$ cat src/rtl/extend_pkg.sv
// Shared types and constants for the immediate-extension pipeline.
package extend_pkg;

  localparam int IMM_FIELD_W = 26;
  localparam int MODE_W      = 3;

  // Extension modes; encodings 101..111 are illegal.
  typedef enum logic [MODE_W-1:0] {
    SEXT16 = 3'b000,
    ZEXT26 = 3'b001,
    UPPER  = 3'b010,
    SHAMT  = 3'b011,
    VBCAST = 3'b100
  } imm_mode_t;

  // Bit value replicated across the scalar immediate for an illegal mode.
  localparam logic ILLEGAL_FILL = 1'b1;

  // True for the five defined encodings.
  function automatic logic mode_is_legal(input logic [MODE_W-1:0] mode);
    return (mode <= MODE_W'(VBCAST));
  endfunction

endpackage

$ cat src/rtl/extend_core.sv
// Combinational immediate extender: raw field + mode -> scalar and byte-broadcast vector.
module extend_core
  import extend_pkg::*;
#(
  parameter int N     = 32,
  parameter int LANES = 16
) (
  input  logic [IMM_FIELD_W-1:0] A,
  input  logic [MODE_W-1:0]      ImmSrc,
  output logic [N-1:0]           ExtImm,
  output logic [8*LANES-1:0]     VecImm,
  output logic                   illegal
);

  // Low byte of the field replicated into every lane.
  logic [8*LANES-1:0] bcast;

  genvar gi;
  for (gi = 0; gi < LANES; gi++) begin : g_lane
    assign bcast[8*gi +: 8] = A[7:0];
  end

  // Mode decode; unlisted encodings fall to the illegal fill.
  always_comb begin
    ExtImm  = '0;
    VecImm  = '0;
    illegal = !mode_is_legal(ImmSrc);
    case (ImmSrc)
      SEXT16: ExtImm = {{(N-16){A[15]}}, A[15:0]};
      ZEXT26: ExtImm[IMM_FIELD_W-1:0] = A;
      UPPER:  ExtImm = N'({A[15:0], 16'h0000});
      SHAMT:  ExtImm[7:0] = A[10:3];
      VBCAST: begin
        ExtImm[7:0] = A[7:0];
        VecImm      = bcast;
      end
      default: ExtImm = {N{ILLEGAL_FILL}};
    endcase
  end

endmodule

$ cat src/rtl/extend_pipe.sv
// Pipelined immediate extender: extend at push, hold results in a 2-entry elastic FIFO,
// and count accepted illegal-mode requests with a saturating counter.
module extend_pipe
  import extend_pkg::*;
#(
  parameter int N     = 32,
  parameter int LANES = 16,
  parameter int CNT_W = 8
) (
  input  logic                   clk,
  input  logic                   rst,
  input  logic                   in_valid,
  output logic                   in_ready,
  input  logic [IMM_FIELD_W-1:0] A,
  input  logic [MODE_W-1:0]      ImmSrc,
  output logic                   out_valid,
  input  logic                   out_ready,
  output logic [N-1:0]           ExtImm,
  output logic [8*LANES-1:0]     VecImm,
  output logic                   out_illegal,
  output logic [CNT_W-1:0]       ill_count
);

  localparam int                VEC_W   = 8*LANES;
  localparam logic [CNT_W-1:0]  CNT_MAX = '1;

  logic [N-1:0]     core_ext;
  logic [VEC_W-1:0] core_vec;
  logic             core_ill;

  extend_core #(
    .N     (N),
    .LANES (LANES)
  ) u_core (
    .A       (A),
    .ImmSrc  (ImmSrc),
    .ExtImm  (core_ext),
    .VecImm  (core_vec),
    .illegal (core_ill)
  );

  logic [N-1:0]     ext_mem_reg [2];
  logic [VEC_W-1:0] vec_mem_reg [2];
  logic             ill_mem_reg [2];

  logic             wr_ptr_reg;
  logic             rd_ptr_reg;
  logic             rd_ptr_next;
  logic             out_sel_reg;
  logic [1:0]       count_reg;
  logic [1:0]       count_next;
  logic [CNT_W-1:0] ill_count_reg;
  logic             push;
  logic             pop;

  // Handshakes depend only on registered occupancy.
  assign in_ready  = (count_reg != 2'd2);
  assign out_valid = (count_reg != 2'd0);
  assign push      = in_valid & in_ready;
  assign pop       = out_valid & out_ready;

  // Next occupancy and read pointer.
  always_comb begin
    count_next  = count_reg;
    rd_ptr_next = rd_ptr_reg;
    case ({push, pop})
      2'b10:   count_next = count_reg + 2'd1;
      2'b01:   count_next = count_reg - 2'd1;
      default: count_next = count_reg;
    endcase
    if (pop) begin
      rd_ptr_next = ~rd_ptr_reg;
    end
  end

  // Pointer and occupancy state.
  always_ff @(posedge clk) begin
    if (rst) begin
      wr_ptr_reg <= 1'b0;
      rd_ptr_reg <= 1'b0;
      count_reg  <= 2'd0;
    end else begin
      if (push) begin
        wr_ptr_reg <= ~wr_ptr_reg;
      end
      rd_ptr_reg <= rd_ptr_next;
      count_reg  <= count_next;
    end
  end

  // Entry storage; results are computed once at push and stored.
  always_ff @(posedge clk) begin
    if (rst) begin
      for (int i = 0; i < 2; i++) begin
        ext_mem_reg[i] <= '0;
        vec_mem_reg[i] <= '0;
        ill_mem_reg[i] <= 1'b0;
      end
    end else if (push) begin
      ext_mem_reg[wr_ptr_reg] <= core_ext;
      vec_mem_reg[wr_ptr_reg] <= core_vec;
      ill_mem_reg[wr_ptr_reg] <= core_ill;
    end
  end

  // Output select follows the head but freezes when the buffer drains, so the
  // outputs keep showing the last delivered entry. A push into an empty buffer
  // always lands in the other slot, so the frozen slot is never overwritten.
  always_ff @(posedge clk) begin
    if (rst) begin
      out_sel_reg <= 1'b0;
    end else if (count_next != 2'd0) begin
      out_sel_reg <= rd_ptr_next;
    end
  end

  // Saturating count of accepted illegal requests.
  always_ff @(posedge clk) begin
    if (rst) begin
      ill_count_reg <= '0;
    end else if (push && core_ill && (ill_count_reg != CNT_MAX)) begin
      ill_count_reg <= ill_count_reg + 1'b1;
    end
  end

  assign ExtImm      = ext_mem_reg[out_sel_reg];
  assign VecImm      = vec_mem_reg[out_sel_reg];
  assign out_illegal = ill_mem_reg[out_sel_reg];
  assign ill_count   = ill_count_reg;

  a_width_ok: assert property (@(posedge clk) N >= IMM_FIELD_W);
  a_mode_known: assert property (@(posedge clk) disable iff (rst)
    in_valid |-> !$isunknown(ImmSrc));

endmodule

$ cat config.mk
export PLATFORM = sky130hd
export DESIGN_NAME = extend_pipe
export DESIGN_NICKNAME = d
export VERILOG_FILES = /design/src/rtl/extend_pkg.sv /design/src/rtl/extend_core.sv /design/src/rtl/extend_pipe.sv
export SDC_FILE = /design/constraint.sdc
export NUM_CORES = 1
export LEC_CHECK = 0
export CORE_MARGIN = 2
export CORE_UTILIZATION = 40
export DETAILED_ROUTE_END_ITERATION = 7
export PLACE_DENSITY = 0.75
export SETUP_SLACK_MARGIN = 0.3
export SYNTH_ARGS = -nofsm -noshare
export SYNTH_HDL_FRONTEND = slang
export SYNTH_SLANG_ARGS = --single-unit
export TNS_END_PERCENT = 10
$ cat constraint.sdc
create_clock -name clk -period 6.4 [get_ports clk]
set_input_delay 1.28 -clock clk [delete_from_list [all_inputs] [get_ports clk]]
set_output_delay 1.28 -clock clk [all_outputs]
set_load 0.1 [all_outputs]
==> results list <==
* Global-route congestion overflow total: 0
- Grouping stages by cell kind, the critical path spends the most delay in buffers and inverters.
* MaxCap Viol Count: 0
- Crit-path cells: mux2_2 > clkdlybuf4s50_1
- Counting flops with an async set or reset pin after synthesis yields a share of 0%.
* Post-route setup TNS: 0 ns
- In the synthesized netlist the dominant register cell turns out to be edfxtp_1.
- After synthesis the netlist holds a flip-flop and latch count of 96.
- All-layer global routing usage: roughly 17%
- TritonCTS clock tree: done
- Total clock buffers created by CTS: 9
* Antenna-violating nets left: 0
- The startpoint identified for the worst register-to-register timing path is count_reg[1]$_SDFF_PP0_.
* Critical Path Sink Type: output port
- Clock latency on the worst-skew pair: 0.34 ns
- Hold violation total from the final report: 0
- For this configuration, the core starts out at a cell density of 41.0%.
- In this run the core area contains 42 standard-cell rows.
- Initial antenna violation count: 0
- Setup violations, final: 0
- Initial detailed-routing violation count: 263
* Fill cell total of the finished layout: 1156
- Max-slew headroom at the worst pin: about a quarter
- Result of the run: finished, final reports clean
- Number of nets in the layout: 610
- Routed vias: 3772
- The first global-routing pass estimated roughly 19000 um of wire.
- I/O Buffers: between 200 and 250
* Average wire per cell in the routed design: between 15 and 20 um
- Placer's final routability congestion estimate: approximately 0.83
- CTS Hold Buffers Added: 0
* Critical Path Max Stage Delay: 1.20 ns
* Path type of the worst setup path: register to output port
- Syn avg cell area: 10.8 um^2
- The floorplan step defined a core boundary enclosing roughly 0.013 mm^2.
* Library cell occupying the most area in the post-synthesis netlist: edfxtp_1
- Clock skew after layout: ~0.0034 ns
* Worst-path cell with the longest stage delay: clkdlybuf4s50_1
* Syn Inst Count: 503
* Number of clock sinks: between 90 and 100
- Counting distinct cell types in the post-synthesis netlist gives 38.
- Slew at the pin closest to its max-slew limit: about 1.1 ns
- Hold Path Class: register to register
* Yosys top cell area share: a little under half
* Largest net degree at the start of global routing: 42
- The number of setup buffers added after CTS is 0.
- Static timing analysis puts the maximum clock frequency at 228 MHz.
* DR vias/cell: 4.99
* Dominant cells by area after synthesis: edfxtp_1 45%, buf_4 17%, mux2_2 8.7%
- The first TritonRoute pass finished after 4 iterations.
- After layout, the minimum clock period comes to roughly 4.4 ns.
- Placed wire-length estimate: about 8600 um
- Wire length after detailed routing: between 10000 and 15000 um
* Element type at the critical path start: register
- Multi-input gate area in the final layout: between 0.0015 and 0.002 mm^2
- Summing every instance area after synthesis gives ~0.0054 mm^2.
- Resized cells post-CTS: 0
* Antenna fix cells: 0
* Vias in the first global route: about 3.6k
- At the worst endpoint, the required time is just over 5 ns.
* Most frequently used cell type in the post-synthesis netlist: buf_4
- Flip-flop count of the largest register after layout: 64
- The number of slew-limit violations in the final report is 0.
- After detailed routing, the number of remaining DRC violations is 0.
* IO Pins: between 200 and 250
- Area enclosed by the die boundary: approximately 0.015 mm^2
- The cell sitting at the root of the clock tree is a clkbuf_16.
- Area growth from synthesis to final layout: 29.6%
* Longest Clk Path Bufs: 2
- Post-route clock period utilization: roughly 68%
* Sequential-to-total area share from yosys stat: around half
- Cell types with the highest counts after synthesis: 122 x buf_4, 82 x edfxtp_1, 78 x nor2_1, 42 x mux2_2, 33 x a21oi_1
- The startpoint identified for the worst hold timing path is rd_ptr_reg$_SDFF_PP0_.
- Clock-pin slew was measured on the worst setup and hold paths at roughly 0.060 ns.
- Setup repair after global routing missed its margin: no
* Height of the die: about 120 um
- CTS built an H-tree with a depth of 3.
* Share of cells above drive strength 1: between 10% and 20%
* Endpoint arrival time on the critical path: between 3 and 4 ns
* Count of synthesis-stage warnings from yosys: 0
- Sequential cell area in the final layout: roughly 0.0027 mm^2
- The synthesized design contains roughly 80 enable-type register cells.
- In this run the worst path has a maximum fanout of between 40 and 50.
- Horiz. Die Dim: between 100 and 150 um
- The number of buffers and inverters on the critical path is 1.
* Synth Net Count: approximately 540
-- cell families (layout without fill, tap and decap cells) --
group / after synthesis / after routing / synth area share (%)
adders and majority gates: 2 / 2 / 0.461
DFF: 96 / 96 / 50.5
muxes: 43 / 43 / 8.90
AOI/OAI and AO/OA: 64 / 64 / 7.68
buffers and inverters: 148 / 225 / 19.1
xor gates and xnor gates: 4 / 4 / 0.646
and+or+nand+nor: 146 / 146 / 12.6
-- final cells by class --
class | instances | area share, %
Tap cell | 176 | 3.13
Sequential cell | 96 | 39.0
Clock buffer | 10 | 3.26
Timing Repair Buffer | 208 | 29.4
Inverter | 1 | 0.0534
Multi-Input combinational cell | 259 | 23.6
Clock inverter | 6 | 1.53
-- final timing paths --
path,end,slack [ns],cells past startpoint
setup / recovery,VecImm[118],2.02,2
hold / removal,rd_ptr_reg$_SDFF_PP0_,0.52,2
setup reg to reg,vec_mem_reg[0][120]$_SDFFCE_PN0P_,3.91,5
hold reg to reg,rd_ptr_reg$_SDFF_PP0_,0.52,2
-- layout by cell type, fill, tap and decap left out, types with 2 or more instances in the layout --
cell,synthesis,final
a211oi_1,10,10
a21oi_1,33,33
a311oi_1,8,8
and2_1,16,16
buf_4,122,5
bufinv_16,0,3
clkbuf_16,0,9
clkdlybuf4s50_1,0,203
dfxtp_1,14,13
edfxtp_1,82,82
ha_1,2,2
mux2_2,42,42
nand2_1,19,19
nand3_1,4,4
nor2_1,78,78
nor2b_1,12,12
o21ai_0,7,7
o31ai_1,2,2
or3_1,5,5
or4_1,2,2
xnor2_1,2,2
xor2_1,2,2
-- metal layers --
layer / track usage, % / part of all wire, %
met4: 4.72 / 1.1
met5: 0 / 0
met1: 21.6 / 41
met2: 28.4 / 48
met3: 4.67 / 9.7
-- through the flow --
step	worst slack [ns]	instance area, um^2	cells	util [%]	hold WS [ns]
CTS	1.97	7030	756	53.1	0.520
detailed placement	2.30	6700	740	50.6	0.511
floorplan	2.63	5430	503	-	0.495
global placement	2.39	6700	740	50.6	0.490
finish	2.02	7030	756	53.1	0.518
global route	1.88	7030	756	53.1	0.553
-- tightest hold or removal path, delay by kind of cell (launching register included) --
kind	cells	cell delay [ns]
AND/OR/NAND/NOR	1	0.05
XOR/XNOR	1	0.11
flip-flops	1	0.32
Power is left out: the tool's default activity adds up to more than one toggle a clock period on the data nets, which glitch-free logic cannot reach.
==> RTL edit 1: new RTL, config.mk and constraints unchanged <==
`LANES` is set to 16 in 2 places; all go to 17.
--- a/src/rtl/extend_core.sv
+++ b/src/rtl/extend_core.sv
@@ -5,3 +5,3 @@
   parameter int N     = 32,
-  parameter int LANES = 16
+  parameter int LANES = 17
 ) (
--- a/src/rtl/extend_pipe.sv
+++ b/src/rtl/extend_pipe.sv
@@ -6,3 +6,3 @@
   parameter int N     = 32,
-  parameter int LANES = 16,
+  parameter int LANES = 17,
   parameter int CNT_W = 8
Ports: changed (resized VecImm); port bits go from 204 to 212. No check against the original RTL was run, so the function may have changed too.
==> RTL edit 1 against the unedited design <==
- fmax increased by 0.21%
- count of clock-buffer cells in the layout down 1
- cell area grew 0.52%
- hold slack about the same
- wire length increased by 1.6%
- register-to-register slack improved by 120 ps
- setup slack better by 9.0 ps
- synthesized cell count rose by 2.4%
- area after synthesis rose by 1.1%
- die area rose by 1.0%
- cell count is 1.3% higher
- sequential cell count unchanged
- highest routed layer unchanged
Power is not shown: default switching activity piles up to over one toggle a cycle in this logic, so the estimate is an artifact.
==> RTL edit 1: results (changes against the unedited design) <==
* Status: completed
* Worst-Margin Slew at 1084 ps (-57.26 ps)
* Max reg flops at 64 (unchanged)
* Compound-cell area share of the yosys netlist at 7.482% (-0.20 points)
* Layout Nets at 621 (+1.8%)
* HPWL after detailed placement at 8751 microns (+1.6%)
* HP Class: reg -> reg
* Clock slew at reported path FFs at 60 ps (about the same)
* Pin count of the biggest net entering global routing at 42 (unchanged)
* DRT iter0 DRCs at 259 (-1.5%)
* Post-Synth XOR/XNOR Area at 0.6387% (-0.0069 points)
* Worst-path maximum fanout at 41 (unchanged)
* Vias in the first global route at 3560 (-0.11%)
* Layout cell share with drive strength beyond 1 at 11.53% (-0.37 points)
* IO buf count at 211 (+3.9%)
* Initial antenna violation count at 0 (unchanged)
* Post-CTS Setup Inserts at 0 (unchanged)
* 1st-pass router iterations at 4 (unchanged)
* Clock Path Buffers at 2 (unchanged)
* Yosys warning count at 0 (unchanged)
* First-pass GRT wire length at 19090 microns (+0.11%)
* CTS Buf Count at 9 (unchanged)
* Largest cells by area after synthesis: edfxtp_1, buf_4, mux2_2
* Synth Area in Adders at 0.4562% (-0.0049 points)
* R2r setup slk at 4030 ps (+120 ps)
* Worst Clk Skew at 6.117 ps (+2.723 ps)
* Number of synthesized flops with an enable pin at 82 (unchanged)
* CTS root buffer: clkbuf_16
* Vias per cell at 4.984 (-0.10%)
* H-Tree Depth at 3 (unchanged)
* Post-synthesis mux area share at 8.805% (-0.095 points)
* Routed length per instance at 16.67 microns (+0.32%)
* Yosys cell types at 40 (+5.3%)
* Post-synthesis sequential area ratio at 50.00% (-0.54 points)
* Main combinational cell family by area after synthesis: buffers and inverters
* Count leader, synth: buf_4
* Diodes inserted at 0 (unchanged)
* Cts repair resizes at 0 (unchanged)
* Synth async-reset ratio at 0% (unchanged)
* GRT Util Overall at 17.03% (+0.052 points)
* Post-synth top cells: buf_4, edfxtp_1, nor2_1
* WP data arrival at 3090 ps (about the same)
* Placer Congestion at 0.7246 (-12%)
* Clock latency at the later pin of the worst-skew pair at 350 ps
* Syn Nets at 550 (+2.2%)
==> RTL edit 1: cell type report <==
type	instances	area (sq um)
flip-flops and latches	96	2744
clock buffers	9	225.2
inverters	1	3.754
fillers	1098	6226
repair buffers	216	2150
well taps	176	220.2
clock inverters	6	61.31
multi-input cells	262	1665
==> RTL edit 1: worst max-delay path, cell delays in order, from the launching register on <==
cell	delay (ps)
dfxtp_2	990
mux2_2	510
clkdlybuf4s50_1	1220
==> RTL edit 1: cells by family after synthesis <==
| logic type | after synthesis |
|---|---|
| fa+ha+maj | 2 |
| buf+inv | 157 |
| compound gates | 64 |
| mux | 43 |
| flops | 96 |
| simple gates | 149 |
| xor+xnor | 4 |
==> RTL edit 1: routing by layer <==
layer / global-route usage [%] / vias up / wire length [microns]
met5: 0 / - / 0
met4: 6.105 / 0 / 140
met3: 3.524 / 9 / 1094
met2: 29.07 / 187 / 6550
met1: 21.29 / 1827 / 4986
li1: - / 1795 / -
==> RTL edit 1: final timing paths <==
path,startpoint,end,cells after the start
worst max-delay path,register,VecImm[27],2
worst min-delay path,ill_count[7],ill_count[7],2
worst max register to register,count_reg[0],ext_mem_reg[1][28],4
worst min register to register,ill_count[7],ill_count[7],2
==> RTL edit 1: metrics by stage <==
| step | instances | setup WS [ps] | utilization, % | area, sq um | hold WS, ps |
|---|---|---|---|---|---|
| finish | 766 | 2026 | 53.17 | 7069 | 517.7 |
| global route | 766 | 1870 | 53.17 | 7069 | 526.9 |
| CTS | 766 | 1949 | 53.17 | 7069 | 511.4 |
| detailed placement | 751 | 2338 | 51.02 | 6783 | 499.9 |
| global placement | 751 | 2365 | 51.02 | 6783 | 480.4 |
| floorplan | 515 | 2632 | - | 5485 | 494.5 |
==> RTL edit 2: new RTL, same settings <==
Made on the original files. Put one more register stage on the output `ill_count`, cleared by the reset. The value now appears one clock later. The other outputs are not delayed to match.
--- a/src/rtl/extend_pipe.sv
+++ b/src/rtl/extend_pipe.sv
@@ -128,3 +128,9 @@
   assign out_illegal = ill_mem_reg[out_sel_reg];
-  assign ill_count   = ill_count_reg;
+  always_ff @(posedge clk) begin
+    if (rst) begin
+      ill_count <= '0;
+    end else begin
+      ill_count <= ill_count_reg;
+    end
+  end
 
Behaviour: not the same (a bounded check fails within 4 cycles, from zero or initial values and one cycle with rst high).
==> RTL edit 2 against the unedited design <==
- largest cell class unchanged
- cell area rose by 2.1%
- highest routed layer unchanged
- area after synthesis is 3.4% higher
- first-iteration DRC count fell by 2.7%
- sequential cell count increased by 8
- setup slack gained 91 ps
- clock skew is 2.7 ps higher
- critical endpoint is now VecImm[85]
- wire length up 2.1%
Power is not shown: default switching activity piles up to over one toggle a cycle in this logic, so the estimate is an artifact.
==> RTL edit 2: results (changes against the unedited design) <==
* Worst-path maximum fanout at 22 (-46%)
* Register Area at 2904 sq um (+5.8%)
* Compound-cell area share of the yosys netlist at 6.331% (-1.3 points)
* Metal1 wirelength at 5037 microns (-1.4%)
* TAP cells at 180 (+2.3%)
* DRT iter0 DRCs at 256 (-2.7%)
* CP max-delay cell: clkdlybuf4s50_1
* Synth Area in Adders at 0.4458% (-0.015 points)
* Placer Congestion at 0.7841 (-5.3%)
* Largest cells by area after synthesis: edfxtp_1, buf_4, mux2_2
* Routed length per instance at 16.58 microns (-0.23%)
* Post-synth top cells: buf_4, nor2_1, edfxtp_1
* Bufs w/o clock at 207 (-0.48%)
* Clk tree area frac at 4.025% (-0.76 points)
* Inverters at 1 (unchanged)
* Initial antenna violation count at 0 (unchanged)
* WP data arrival at 3010 ps (-90 ps)
* Fraction of area in multi-input gates at 23.63% (+0.038 points)
* Status: completed
* GR Util met1 at 19.56% (-2.0 points)
* Signal buffers share of area at 28.72% (-0.71 points)
* Layout cell share with drive strength beyond 1 at 11.45% (-0.45 points)
* 1st-pass router iterations at 5 (+1)
* Fin. max-slew vios at 0 (unchanged)
* MaxCap Viol Count at 0 (unchanged)
* Synth Flop Type: edfxtp_1
* Worst Clk Skew at 6.053 ps (+2.659 ps)
* Clock latency at the later pin of the worst-skew pair at 340 ps (about the same)
* Diodes inserted at 0 (unchanged)
* Number of synthesized flops with an enable pin at 82 (unchanged)
* HPWL after detailed placement at 9166 microns (+6.4%)
* Cts repair resizes at 0 (unchanged)
* Post-synthesis mux area share at 9.407% (+0.51 points)
* First-pass GRT wire length at 19110 microns (+0.22%)
* Post-Synth XOR/XNOR Area at 0.6242% (-0.021 points)
* Post-synthesis sequential area ratio at 51.72% (+1.2 points)
* CTS Buf Count at 9 (unchanged)
* Syn Nets at 554 (+3.0%)
* GRT met2 Usage at 28.47% (+0.047 points)
* Routed wl met2 at 6258 microns (+2.8%)
* Met3 Resource Use GR at 5.623% (+0.95 points)
* Max reg flops at 64 (unchanged)
* Seq Cell Count at 104 (+8.3%)
* DP Area at 6892 sq um (+2.9%)
* Pin count of the biggest net entering global routing at 42 (unchanged)
* Clock slew at reported path FFs at 60 ps (about the same)
* FILL cells at 1181 (+2.2%)
* Synth async-reset ratio at 0% (unchanged)
* GRT Util Overall at 16.72% (-0.26 points)
* WL met3 at 1228 microns (+0.33%)
* Layout Nets at 624 (+2.3%)
* #MultiIn Comb at 266 (+2.7%)
* Top Metal Used: met4
* Vias in the first global route at 3565 (+0.028%)
* IO buf count at 203 (unchanged)
* Worst slew margin at 15.40% (-8.5 points)
* Vias per cell at 4.889 (-2.0%)
RTL edit 2: changes by cell type in the layout (fill, tap and decap cells not counted), sizes merged, moves of 3 or more:
cell / before / now
a21oi: 33 / 27
clkinv: 1 / 4
dfxtp: 14 / 22
mux2: 42 / 46
nor2: 78 / 83
nor2b: 12 / 19
nor3: 1 / 4
or3: 5 / 1
RTL edit 2: metrics by stage:
stage               cells  utilization [%]  worst slack (ps)
floorplan             519                -              2633
global placement      758            50.04              2471
detailed placement    758            50.04              2343
CTS                   774            52.13              2035
global route          774            52.13              1927
finish                774            52.13              2109
RTL edit 2: worst paths after layout:
kind                    startpoint                 end  slack [ps]  depth (start not counted)
hold reg to reg   ill_count_reg[6]        ill_count[6]         520                          1
hold / removal    ill_count_reg[6]        ill_count[6]         520                          1
setup / recovery          register          VecImm[85]        2110                          3
setup reg to reg      count_reg[0]  ext_mem_reg[0][15]        4110                          3
